===== src/rtl/fifo_rd_ctrl_pkg.sv =====
// fifo_rd_ctrl_pkg
// Shared defaults for the 16x8 single-clock FIFO and its read-side
// controller. The memory and fifo_rd_ctrl both take their parameter
// defaults from here so the two sides cannot drift apart.
//   FIFO_DATA_WIDTH : stream / memory data width
//   FIFO_DATA_DEPTH : memory depth, always 2**FIFO_UP_BIT
//   FIFO_UP_BIT     : memory address width
//   cnt_width()     : occupancy counter width (address width + 1, so that
//                     a completely full memory is representable)
package fifo_rd_ctrl_pkg;

  localparam int FIFO_DATA_WIDTH = 8;
  localparam int FIFO_UP_BIT     = 4;
  localparam int FIFO_DATA_DEPTH = 16;

  function automatic int cnt_width(input int up_bit);
    return up_bit + 1;
  endfunction

endpackage


===== src/rtl/fifo_rd_ctrl_skid_buf.sv =====
// fifo_rd_ctrl_skid_buf
// Two-entry skid buffer that absorbs the memory's one-cycle read latency.
// The output word is taken straight from a register (r_head), so there is
// no combinational path from i_push_data to o_data.
//
// Handshake: a word leaves when o_valid & i_pop (the caller only asserts
// i_pop while o_valid is high). o_data is stable while o_valid=1 and no pop.
// The caller guarantees no push arrives while the buffer holds two words
// and is not being popped in the same cycle.
//
// Ports:
//   i_clk       clock, posedge
//   i_rest      synchronous active-high reset, empties the buffer
//   i_push      write i_push_data into the buffer this edge
//   i_push_data incoming word
//   i_pop       consumer takes the head word this edge
//   o_valid     head word valid
//   o_data      head word (registered)
//   o_cnt       number of words held (0..2)
module fifo_rd_ctrl_skid_buf #(
  parameter int DATA_WIDTH = 8
) (
  input  logic                  i_clk,
  input  logic                  i_rest,
  input  logic                  i_push,
  input  logic [DATA_WIDTH-1:0] i_push_data,
  input  logic                  i_pop,
  output logic                  o_valid,
  output logic [DATA_WIDTH-1:0] o_data,
  output logic [1:0]            o_cnt
);

  logic [DATA_WIDTH-1:0] r_head;
  logic [DATA_WIDTH-1:0] r_hold;
  logic [1:0]            r_cnt;

  always_ff @(posedge i_clk) begin
    if (i_rest) begin
      r_head <= '0;
      r_hold <= '0;
      r_cnt  <= 2'd0;
    end else begin
      case (r_cnt)
        2'd0: begin
          if (i_push) begin
            r_head <= i_push_data;
            r_cnt  <= 2'd1;
          end
        end
        2'd1: begin
          case ({i_push, i_pop})
            2'b10: begin
              r_hold <= i_push_data;
              r_cnt  <= 2'd2;
            end
            2'b11: r_head <= i_push_data;  // pass-through, count unchanged
            2'b01: r_cnt  <= 2'd0;
            default: ;
          endcase
        end
        2'd2: begin
          if (i_pop) begin
            // Second entry moves up; a simultaneous push refills it.
            r_head <= r_hold;
            if (i_push) r_hold <= i_push_data;
            else        r_cnt  <= 2'd1;
          end
        end
        default: r_cnt <= 2'd0;
      endcase
    end
  end

  assign o_valid = (r_cnt != 2'd0);
  assign o_data  = r_head;
  assign o_cnt   = r_cnt;

endmodule


===== src/rtl/fifo_rd_ctrl.sv =====
// fifo_rd_ctrl
// Read-side controller for the 16x8 single-clock FIFO memory. Tracks the
// number of words resident in the memory from the writer's write-enable
// tap, issues memory reads, and lands the registered read data in a
// two-entry skid buffer that feeds a valid/ready stream.
//
// Handshake: a word transfers on the consumer side when o_valid & i_ready.
// o_data is held stable while o_valid=1 and i_ready=0.
//
// Optional build macro FIFO_RD_PTR_CHECK_EN: adds i_addrr (the memory's
// read pointer) and o_ptr_err, a sticky flag set when that pointer ever
// disagrees with a shadow pointer advanced on each o_ren.
//
// Ports:
//   i_clk      clock, posedge
//   i_rest     synchronous active-high reset (shared with the memory)
//   i_wen      tap of the writer's memory write enable
//   i_mem_data registered memory read data, valid the cycle after o_ren
//   o_ren      memory read enable (combinational)
//   o_valid    stream valid
//   i_ready    stream ready
//   o_data     stream data
//   o_count    words resident in memory (buffer and in-flight excluded)
//   o_full     o_count == DATA_DEPTH
//   o_empty    o_count == 0
//   o_ovf      sticky overflow (write while full)
//   i_addrr    [FIFO_RD_PTR_CHECK_EN] memory read pointer
//   o_ptr_err  [FIFO_RD_PTR_CHECK_EN] sticky pointer mismatch flag
module fifo_rd_ctrl
  import fifo_rd_ctrl_pkg::*;
#(
  parameter int DATA_WIDTH = FIFO_DATA_WIDTH,
  parameter int DATA_DEPTH = FIFO_DATA_DEPTH,  // must equal 2**UP_BIT
  parameter int UP_BIT     = FIFO_UP_BIT
) (
  input  logic                  i_clk,
  input  logic                  i_rest,
  input  logic                  i_wen,
  input  logic [DATA_WIDTH-1:0] i_mem_data,
  output logic                  o_ren,
  output logic                  o_valid,
  input  logic                  i_ready,
  output logic [DATA_WIDTH-1:0] o_data,
  output logic [UP_BIT:0]       o_count,
  output logic                  o_full,
  output logic                  o_empty,
  output logic                  o_ovf
`ifdef FIFO_RD_PTR_CHECK_EN
  ,
  input  logic [UP_BIT-1:0]     i_addrr,
  output logic                  o_ptr_err
`endif
);

  localparam int CNT_W = cnt_width(UP_BIT);

  logic [CNT_W-1:0] r_count;
  logic             r_inflight;
  logic             r_ovf;

  logic [1:0]       w_buf_cnt;
  logic             w_pop;
  logic             w_wen_acc;
  logic             w_ren;
  logic [2:0]       w_occ;

  assign o_full  = (r_count == CNT_W'(DATA_DEPTH));
  assign o_empty = (r_count == '0);

  assign w_pop     = o_valid & i_ready;
  assign w_wen_acc = i_wen & ~o_full;

  // Words already committed to the skid buffer: held plus the one in flight.
  // A read is only issued if, after this cycle's pop, that total stays below
  // two, so the buffer can never be asked to take a third word.
  assign w_occ = {1'b0, w_buf_cnt} + {2'b00, r_inflight};
  assign w_ren = ~i_rest & ~o_empty & (w_occ < (3'd2 + {2'b00, w_pop}));
  assign o_ren = w_ren;

  always_ff @(posedge i_clk) begin
    if (i_rest) begin
      r_count    <= '0;
      r_inflight <= 1'b0;
      r_ovf      <= 1'b0;
    end else begin
      // A write while full is dropped from the count: the memory overwrites
      // an unread slot, so the occupancy cannot grow past DATA_DEPTH.
      r_count    <= r_count + CNT_W'(w_wen_acc) - CNT_W'(w_ren);
      r_inflight <= w_ren;
      if (i_wen & o_full) r_ovf <= 1'b1;
    end
  end

  assign o_count = r_count;
  assign o_ovf   = r_ovf;

  // The in-flight read's data arrives on i_mem_data one cycle after o_ren.
  fifo_rd_ctrl_skid_buf #(
    .DATA_WIDTH (DATA_WIDTH)
  ) u_skid (
    .i_clk       (i_clk),
    .i_rest      (i_rest),
    .i_push      (r_inflight),
    .i_push_data (i_mem_data),
    .i_pop       (w_pop),
    .o_valid     (o_valid),
    .o_data      (o_data),
    .o_cnt       (w_buf_cnt)
  );

`ifdef FIFO_RD_PTR_CHECK_EN
  logic [UP_BIT-1:0] r_shadow_ptr;
  logic              r_ptr_err;

  // The shadow pointer resets on the same edge as the memory's read
  // pointer, so the two must agree in every non-reset cycle.
  always_ff @(posedge i_clk) begin
    if (i_rest) begin
      r_shadow_ptr <= '0;
      r_ptr_err    <= 1'b0;
    end else begin
      if (w_ren) r_shadow_ptr <= r_shadow_ptr + 1'b1;
      if (i_addrr != r_shadow_ptr) r_ptr_err <= 1'b1;
    end
  end

  assign o_ptr_err = r_ptr_err;
`endif

endmodule


===== config.mk =====
export PLATFORM = sky130hd
export DESIGN_NAME = fifo_rd_ctrl
export DESIGN_NICKNAME = d
export VERILOG_FILES = /design/src/rtl/fifo_rd_ctrl_pkg.sv /design/src/rtl/fifo_rd_ctrl_skid_buf.sv /design/src/rtl/fifo_rd_ctrl.sv
export SDC_FILE = /design/constraint.sdc
export NUM_CORES = 1
export LEC_CHECK = 0
export ABC_AREA = 1
export ABC_CLOCK_PERIOD_IN_PS = 4500
export CAP_MARGIN = 20
export CORE_MARGIN = 2
export CORE_UTILIZATION = 50
export CTS_CLUSTER_DIAMETER = 120
export DETAILED_ROUTE_END_ITERATION = 10
export GPL_ROUTABILITY_DRIVEN = 0
export PLACE_DENSITY_LB_ADDON = 0.3
export SYNTH_ARGS = -nofsm -noshare
export SYNTH_HDL_FRONTEND = slang
export SYNTH_HIERARCHICAL = 1
export SYNTH_SLANG_ARGS = --single-unit

===== constraint.sdc =====
create_clock -name i_clk -period 4.5 [get_ports i_clk]
set_input_delay 0.9 -clock i_clk [delete_from_list [all_inputs] [get_ports i_clk]]
set_output_delay 0.9 -clock i_clk [all_outputs]
set_load 0.01 [all_outputs]

After elaboration in Yosys (flattened, before gate mapping). Cells that the tools add are included.

$lt $le $gt $ge: 1. Equal/unequal tests: 13. Reductions and logical operators: 8. Multiplexer cells: 12. Bitwise logic cells: 8. Add/subtract/negate cells: 4.

Operators by type and width (count): $mux 8 (5); $pmux 8 s3 (1); $pmux 8 s2 (1); $reduce_and 4->1 (3); $ne 2x2->1 const B (4); $eq 2x2->1 const B (3); $mux 2 (3); $pmux 2 s3 (1); $add 5x1->5 (1); $and 1x1->1 (5); $eq 5x5->1 const B (1); $logic_not 5->1 (1); $sub 5x1->5 (1); $eq 2x1->1 const B (2); $ne 2x1->1 const B (2); $pmux 2 s2 (1); $reduce_bool 2->1 (2); $add 2x1->3 (1); $add 2x1->3 const A (1); $lt 3x3->1 (1); $ne 3x1->1 const B (1); $not 1->1 (3); $reduce_bool 3->1 (1); $logic_not 2->1 (1).

Input port bits: 12. Bits in registers: 25. Output and inout bits: 18.

Longest topological paths before layout. Gate-level depths: netlist (run 1).

Depth after elaboration: 6. Mapped depth: 15. Gate-level depth less buffers: 14.

By module. Netlist (run 1), hierarchy kept.

Modules (own cells, without submodules): fifo_rd_ctrl_skid_buf (instances 1, area an instance 873.3 sq um, cells an instance 125, sequential area each 360.3 sq um); fifo_rd_ctrl (instances 1, area an instance 474.2 sq um, cells an instance 63, sequential area each 140.1 sq um).

Worst setup path after synthesis (run 1). Ideal clock, no wire load.

Path kind: input to register. Start point: in i_ready. End point: reg r_count[4], in the netlist o_count[4]. Setup time: 115 ps. Data required time: 4385 ps. Path slack: 1974 ps. Data arrival time: 2411 ps. Stages: 11. Cells stage by stage: nand2_1 o21ai_0 and3_1 ha_1 inv_1 ha_1 fa_1 nand2_1 nand2_1 a21oi_1 nor2_1.

Longest elaborated chain between the ends: 5.

Ends and longest elaborated chain: start: declaration (RTL line fifo_rd_ctrl.sv:42) `input logic i_ready,`; $and 1x1->1 (RTL line fifo_rd_ctrl.sv:70) `assign w_pop = o_valid & i_ready;`; $add 2x1->3 (RTL line fifo_rd_ctrl.sv:77) `assign w_ren = ~i_rest & ~o_empty & (w_occ < (3'd2 + {2'b00, w_pop}));`; $lt 3x3->1 (RTL line fifo_rd_ctrl.sv:77); $and 1x1->1 (RTL line fifo_rd_ctrl.sv:77); named net o_ren (RTL line fifo_rd_ctrl.sv:40) `output logic o_ren,`; $sub 5x1->5 (RTL line fifo_rd_ctrl.sv:88) `r_count <= r_count + CNT_W'(w_wen_acc) - CNT_W'(w_ren);`; end signal: assignment (RTL line fifo_rd_ctrl.sv:88); end: declaration (RTL line fifo_rd_ctrl.sv:57) `logic [CNT_W-1:0] r_count;`.

The timed path passes the listed nets, and every way through them passes these cells. A chain may end at the register's enable or synchronous reset.

Worst setup path in the final report (run 1).
Start point: in i_rest. End point: out o_ren.

Longest elaborated chain between the ends: 3.

Ends and longest elaborated chain: start: declaration (RTL line fifo_rd_ctrl.sv:37) `input logic i_rest,`; $not 1->1 (RTL line fifo_rd_ctrl.sv:77); $and 1x1->1 (2 in a row) (RTL line fifo_rd_ctrl.sv:77); end: declaration (RTL line fifo_rd_ctrl.sv:40).

No other way between the ends.

==> results of run 1 <==
## synth_stat cells, drive strengths merged
| cell type | count | share of area |
|---|---|---|
| and3 | 2 | 0.0093 |
| ha | 11 | 0.10 |
| fa | 1 | 0.015 |
| buf | 3 | 0.010 |
| nor2 | 27 | 0.081 |
| inv | 21 | 0.058 |
| o21ai | 10 | 0.037 |
| nor3 | 2 | 0.0074 |
| nand2 | 44 | 0.13 |
| a21oi | 13 | 0.048 |
| dfxtp | 25 | 0.37 |
| nand4 | 2 | 0.0093 |
| nand3 | 27 | 0.12 |
## flip-flops by register name, summed over array words and instances (netlist names)
name / count
u_skid/o_cnt: 2
o_count: 5
u_skid/r_hold: 8
u_skid/o_data: 8
o_ovf: 1
r_inflight: 1
## area by class of cell
type	count	area, µm²	share of cell area
clock buffers	3	22.5	0.0133
clock inverters	1	5.00	0.00296
inverters	21	78.8	0.0467
multi-input cells	139	754	0.447
flip-flops and latches	25	500	0.296
well taps	30	37.5	0.0222
repair buffers	29	290	0.172
## cell families after synthesis
group,after synthesis,synth area share
AO/OA/AOI/OAI,23,0.0854
adder cells (fa/ha/maj),12,0.117
buffers and inverters,24,0.0687
flip-flops,25,0.371
AND/OR/NAND/NOR,104,0.357
## cell usage in the layout, fill, tap and decap left out
cell / n
inv_1: 16
dfxtp_1: 25
a21oi_1: 13
inv_2: 5
nor3_1: 2
nand3_2: 3
clkinv_2: 1
clkbuf_4: 3
clkdlybuf4s50_1: 29
o21ai_0: 10
fa_1: 1
nand2_2: 4
and3_1: 2
nand3_1: 23
nand4_1: 2
ha_1: 11
nor2_1: 26
nand3_4: 1
nor2_4: 1
nand2_1: 40
## stage by stage
stage	total power, mW	instances
2_1_floorplan	0.889	188
3_5_place_dp	1.16	244
6_report	1.25	248
4_1_cts	1.26	248
3_3_place_gp	1.12	244
5_1_grt	1.39	248
## final timing paths
check / start / endpoint / slack, ns
worst min-delay path: o_ovf$_SDFFE_PP0P_ / o_ovf$_SDFFE_PP0P_ / 0.46
worst min register to register: o_ovf$_SDFFE_PP0P_ / o_ovf$_SDFFE_PP0P_ / 0.46
worst max register to register: u_skid/o_cnt[1]$_SDFFE_PP0P_ / o_count[4]$_SDFF_PP0_ / 1.84
worst max-delay path: i_rest / o_ren / 1.05
## critical path, delay by kind of cell
family | cells | cell delay (ns)
buf+inv | 2 | 1.21
simple gates | 2 | 0.43
## power by group through the flow
stage	combinational [mW]	sequential (mW)	clock (mW)
floorplan	0.502	0.387	0
global placement	0.740	0.385	0
detailed placement	0.766	0.390	0
CTS	0.768	0.385	0.104
global route	0.877	0.398	0.115
finish	0.768	0.385	0.0978
## routing by layer
layer | part of all wire | vias to the layer above | wire length (µm) | global-route usage
li1 | - | 671 | - | -
met1 | 0.43 | 582 | 1260 | 0.220
met2 | 0.52 | 33 | 1510 | 0.389
met3 | 0.039 | 5 | 115 | 0.0372
met4 | 0.012 | 0 | 36 | 0.0578
met5 | 0 | - | 0 | 0
==> flow_summary_export.csv, run 1 <==
group,metric,value,unit
outcome,outcome,"complete, no violations",
timing,clock_skew,0.00590,ns
clock_network,ctsHoldBuffers,0,
layout,fill_cells,227,
critical_path,critPathKind,"in -> out",
floorplanning,ios,30,
detailed_routing,via_per_inst,5.21,
layout,finalInstanceArea,0.00169,mm²
placement,io_buffer_count,29,
clock_network,cts_resized,0,
placement,dp_hpwl,2340,µm
power_and_ir_drop,p_leak,0.795,nW
clock_network,root_buffer,"clkbuf_4",
job,drv_cap,0,
synthesis,ys_seq_area_frac,0.371,
critical_path,cp-start-kind,"input pin",
layout,fin_util,0.670,
detailed_routing,drt_iter0_drc,19,
layout,drive_above_1_share,0.0826,
timing,fin_ws,1.05,ns
synthesis,ys_ff_latch,25,
clock_network,cts_sinks,25,
layout,areaGrowthSynthToFinish,25.3,%
power_and_ir_drop,netSwitchingFraction,0.468,
floorplanning,dieArea,0.00313,mm²
timing,hold_viol,0,
global_routing,antenna_found_initial,0,
clock_network,cts_max_path_buffers,2,
min_path,min_path_cells,2,
synthesis,ys_types,19,
critical_path,cp_slowest_cell,"clkdlybuf4s50_1",
floorplanning,initial_core_util,0.534,
timing,worstMarginPinSlew,0.560,ns
timing,max_freq,0.290,GHz
power_and_ir_drop,p_sw,0.586,mW
timing,rsz0062_at_grt,"false",
synthesis,netlist_instances,188,
power_and_ir_drop,ir_drop,496,µV
detailed_routing,vias,1291,
detailed_routing,wirelength,2920,µm
clock_network,clkTransAtPathRegs,0.13,ns
global_routing,grt_pass1_wl,5130,µm
layout,fin_nets,243,
placement,pre_cts_ws,1.07,ns
critical_path,cp_cell_sequence,"clkdlybuf4s50_1 -> nor2_1 -> and3_1 -> clkdlybuf4s50_1",
min_path,hold_class,"reg -> reg",
timing,relSlewSlack,0.626,
timing,layout_min_cycle_time,3.45,ns
critical_path,r2r_cells,13,
critical_path,required,3.60,ns
detailed_routing,drc,0,
floorplanning,std_cell_rows,18,
synthesis,syn-cell-area,0.00135,mm²
critical_path,end_kind,"primary output",
power_and_ir_drop,clock_power_share,0.078,
critical_path,max_stage_delay,0.67,ns
global_routing,grt_usage,0.201,
synthesis,avgSynthCellArea,7.17,µm²
timing,fin_crit_sh,0.766,
placement,dpl_cell_area,0.00166,mm²
global_routing,grt.overflow.total,0,
floorplanning,die_y,55.9,µm
clock_network,clk_latency,0.32,ns
global_routing,grt_pass1_vias,1246,
power_and_ir_drop,power.combinational.fraction,0.614,
power_and_ir_drop,power_per_cell_area,741,mW/mm²
floorplanning,die_width,55.9,µm
timing,drv_slew,0,
clock_network,ctsHtreeMaxLevel,1,
power_and_ir_drop,pwr-share-seq,0.308,
timing,whs,0.457,ns
global_routing,grt_max_degree,17,
timing,fin_setup_tns,0,ns
detailed_routing,drt_first_pass_iters,4,
power_and_ir_drop,internal-power,0.665,mW
critical_path,crit_path_frequent_cell,"clkdlybuf4s50_1",
detailed_routing,routedWlPerCell,11.8,µm
critical_path,path_max_fanout,15,
critical_path,cp.arrival,2.55,ns
detailed_routing,ant_nets,0,
clock_network,cts_buffers,3,
layout,antenna_cells,0,
floorplanning,core_area,0.00252,mm²
clock_network,tritoncts,"built",
synthesis,syn_nets,212,
clock_network,cts_setup_buffers,0,
synthesis,ys_warn_count,6,
timing,setup_viol,0,
(Power assumes the default switching activity.)
==> run 2, diff against run 1 <==
--- a/config.mk
+++ b/config.mk
@@ -6,10 +6,10 @@
 export NUM_CORES = 1
 export LEC_CHECK = 0
 export ABC_AREA = 1
-export ABC_CLOCK_PERIOD_IN_PS = 4500
+export ABC_CLOCK_PERIOD_IN_PS = 3310
 export CAP_MARGIN = 20
 export CORE_MARGIN = 2
-export CORE_UTILIZATION = 50
+export CORE_UTILIZATION = 49
 export CTS_CLUSTER_DIAMETER = 120
 export DETAILED_ROUTE_END_ITERATION = 10
 export GPL_ROUTABILITY_DRIVEN = 0
==> constraint.sdc (replaced) <==
create_clock -name i_clk -period 3.31 [get_ports i_clk]
set_input_delay 0.662 -clock i_clk [delete_from_list [all_inputs] [get_ports i_clk]]
set_output_delay 0.662 -clock i_clk [all_outputs]
set_load 0.01 [all_outputs]
==> flow_summary_export.csv, run 2 (same netlist as run 1, synthesis figures left out) <==
group,metric,value,unit
power_and_ir_drop,power.combinational.fraction,0.612,
timing,rsz0062_at_grt,"false",
power_and_ir_drop,pwr-share-seq,0.307,
clock_network,ctsHtreeMaxLevel,1,
timing,hold_viol,0,
timing,fin_crit_sh,0.888,
timing,layout_min_cycle_time,2.94,ns
layout,antenna_cells,0,
critical_path,end_kind,"primary output",
job,drv_cap,0,
clock_network,cts_sinks,25,
outcome,outcome,"complete, no violations",
detailed_routing,via_per_inst,5.20,
layout,final_common_cell,"nand2_1",
critical_path,path_max_fanout,15,
floorplanning,std_cell_rows,19,
power_and_ir_drop,p_leak,0.797,nW
timing,worstMarginPinSlew,0.551,ns
clock_network,cts_resized,0,
min_path,hold_class,"reg -> reg",
floorplanning,die_y,56.4,µm
critical_path,cp.arrival,2.28,ns
timing,whs,0.471,ns
clock_network,cts_max_path_buffers,2,
floorplanning,die_width,56.4,µm
power_and_ir_drop,power_per_cell_area,1000,mW/mm²
detailed_routing,ant_nets,0,
global_routing,antenna_found_initial,0,
clock_network,root_buffer,"clkbuf_4",
floorplanning,core_area,0.00269,mm²
detailed_routing,wirelength,2940,µm
power_and_ir_drop,netSwitchingFraction,0.467,
floorplanning,ios,30,
detailed_routing,drt_first_pass_iters,5,
timing,setup_viol,0,
clock_network,clkTransAtPathRegs,0.14,ns
power_and_ir_drop,ir_drop,670,µV
power_and_ir_drop,clock_power_share,0.081,
layout,fill_cells,247,
clock_network,cts_setup_buffers,0,
floorplanning,initial_core_util,0.502,
global_routing,grt_pass1_wl,4990,µm
layout,drive_above_1_share,0.0822,
global_routing,grt_usage,0.196,
detailed_routing,vias,1301,
timing,fin_setup_tns,0,ns
power_and_ir_drop,p_sw,0.792,mW
critical_path,cp_cell_sequence,"inv_2 -> nand2_1 -> nand2_1 -> o21ai_0 -> and3_1 -> clkdlybuf4s50_1",
clock_network,clk_latency,0.32,ns
global_routing,grt_pass1_vias,1206,
placement,io_buffer_count,29,
timing,drv_slew,0,
clock_network,cts_buffers,3,
placement,dp_hpwl,2320,µm
timing,clock_skew,0.00587,ns
critical_path,max_stage_delay,0.69,ns
timing,relSlewSlack,0.632,
clock_network,tritoncts,"built",
detailed_routing,drc,0,
critical_path,cp_slowest_cell,"dfxtp_1",
global_routing,grt_max_degree,17,
critical_path,cp-start-kind,"register",
critical_path,required,2.65,ns
critical_path,critPathKind,"reg -> out",
power_and_ir_drop,internal-power,0.904,mW
floorplanning,dieArea,0.00319,mm²
layout,areaGrowthSynthToFinish,25.9,%
layout,final_cell_mix,"nand2_1, clkdlybuf4s50_1, nor2_1",
placement,dp.cells,246,
layout,fin_nets,244,
critical_path,crit_path_frequent_cell,"nand2_1",
detailed_routing,drt_iter0_drc,51,
clock_network,ctsHoldBuffers,0,
detailed_routing,routedWlPerCell,11.8,µm
timing,max_freq,0.340,GHz
layout,fin_cells,250,
global_routing,grt.overflow.total,0,
-- run 2: cell types whose count changed in the layout (fill, tap and decap cells not counted) --
| cell | change |
|---|---|
| buf_4 | +1 |
| clkbuf_1 | +1 |
| clkinv_2 | -1 |
-- run 2: cell type report --
class                      count  area (µm²)  area share
timing repair buffer          30         298       0.176
multi-input combinational    139         754       0.445
inverter                      21        78.8      0.0465
sequential                    25         500       0.295
tap                           31        38.8      0.0229
clock buffer                   4        26.3      0.0155
-- run 2: power by group through the flow --
stage / Sequential [mW] / Combinational [mW] / Clock [mW]
6_report: 0.521 / 1.04 / 0.138
5_1_grt: 0.536 / 1.17 / 0.153
4_1_cts: 0.520 / 1.04 / 0.143
3_5_place_dp: 0.525 / 1.04 / 0
3_3_place_gp: 0.521 / 0.989 / 0
2_1_floorplan: 0.526 / 0.683 / 0
-- run 2: critical path, delay by kind of cell, from the launching register on --
kind / cells / cell delay, ns
compound gates: 1 / 0.18
buf+inv: 2 / 0.69
flops: 1 / 0.69
simple gates: 3 / 0.40
-- run 2: metal layers --
layer	track usage	share of wire	vias up
li1	-	-	671
met1	0.232	0.45	593
met2	0.347	0.51	35
met3	0.0323	0.037	2
met4	0.0782	0.0061	0
met5	0	0	-
-- run 2: worst paths after layout --
kind | depth (start not counted) | from | slack, ns | endpoint
worst max-delay path | 6 | u_skid/o_cnt[1]$_SDFFE_PP0P_ | 0.37 | o_ren
worst min-delay path | 2 | o_ovf$_SDFFE_PP0P_ | 0.47 | o_ovf$_SDFFE_PP0P_
worst max register to register | 13 | u_skid/o_cnt[1]$_SDFFE_PP0P_ | 0.62 | o_count[4]$_SDFF_PP0_
worst min register to register | 2 | o_ovf$_SDFFE_PP0P_ | 0.47 | o_ovf$_SDFFE_PP0P_
-- run 2: per-stage QoR --
step                      instance area, µm²  setup WS [ns]  utilization  power, mW
after global routing                    1700          0.187        0.632       1.86
after floorplan                         1350          0.894            -       1.21
after CTS                               1700          0.365        0.632       1.71
after detailed placement                1670          0.476        0.622       1.57
after global placement                  1670          0.571        0.622       1.51
final                                   1700          0.370        0.632       1.70
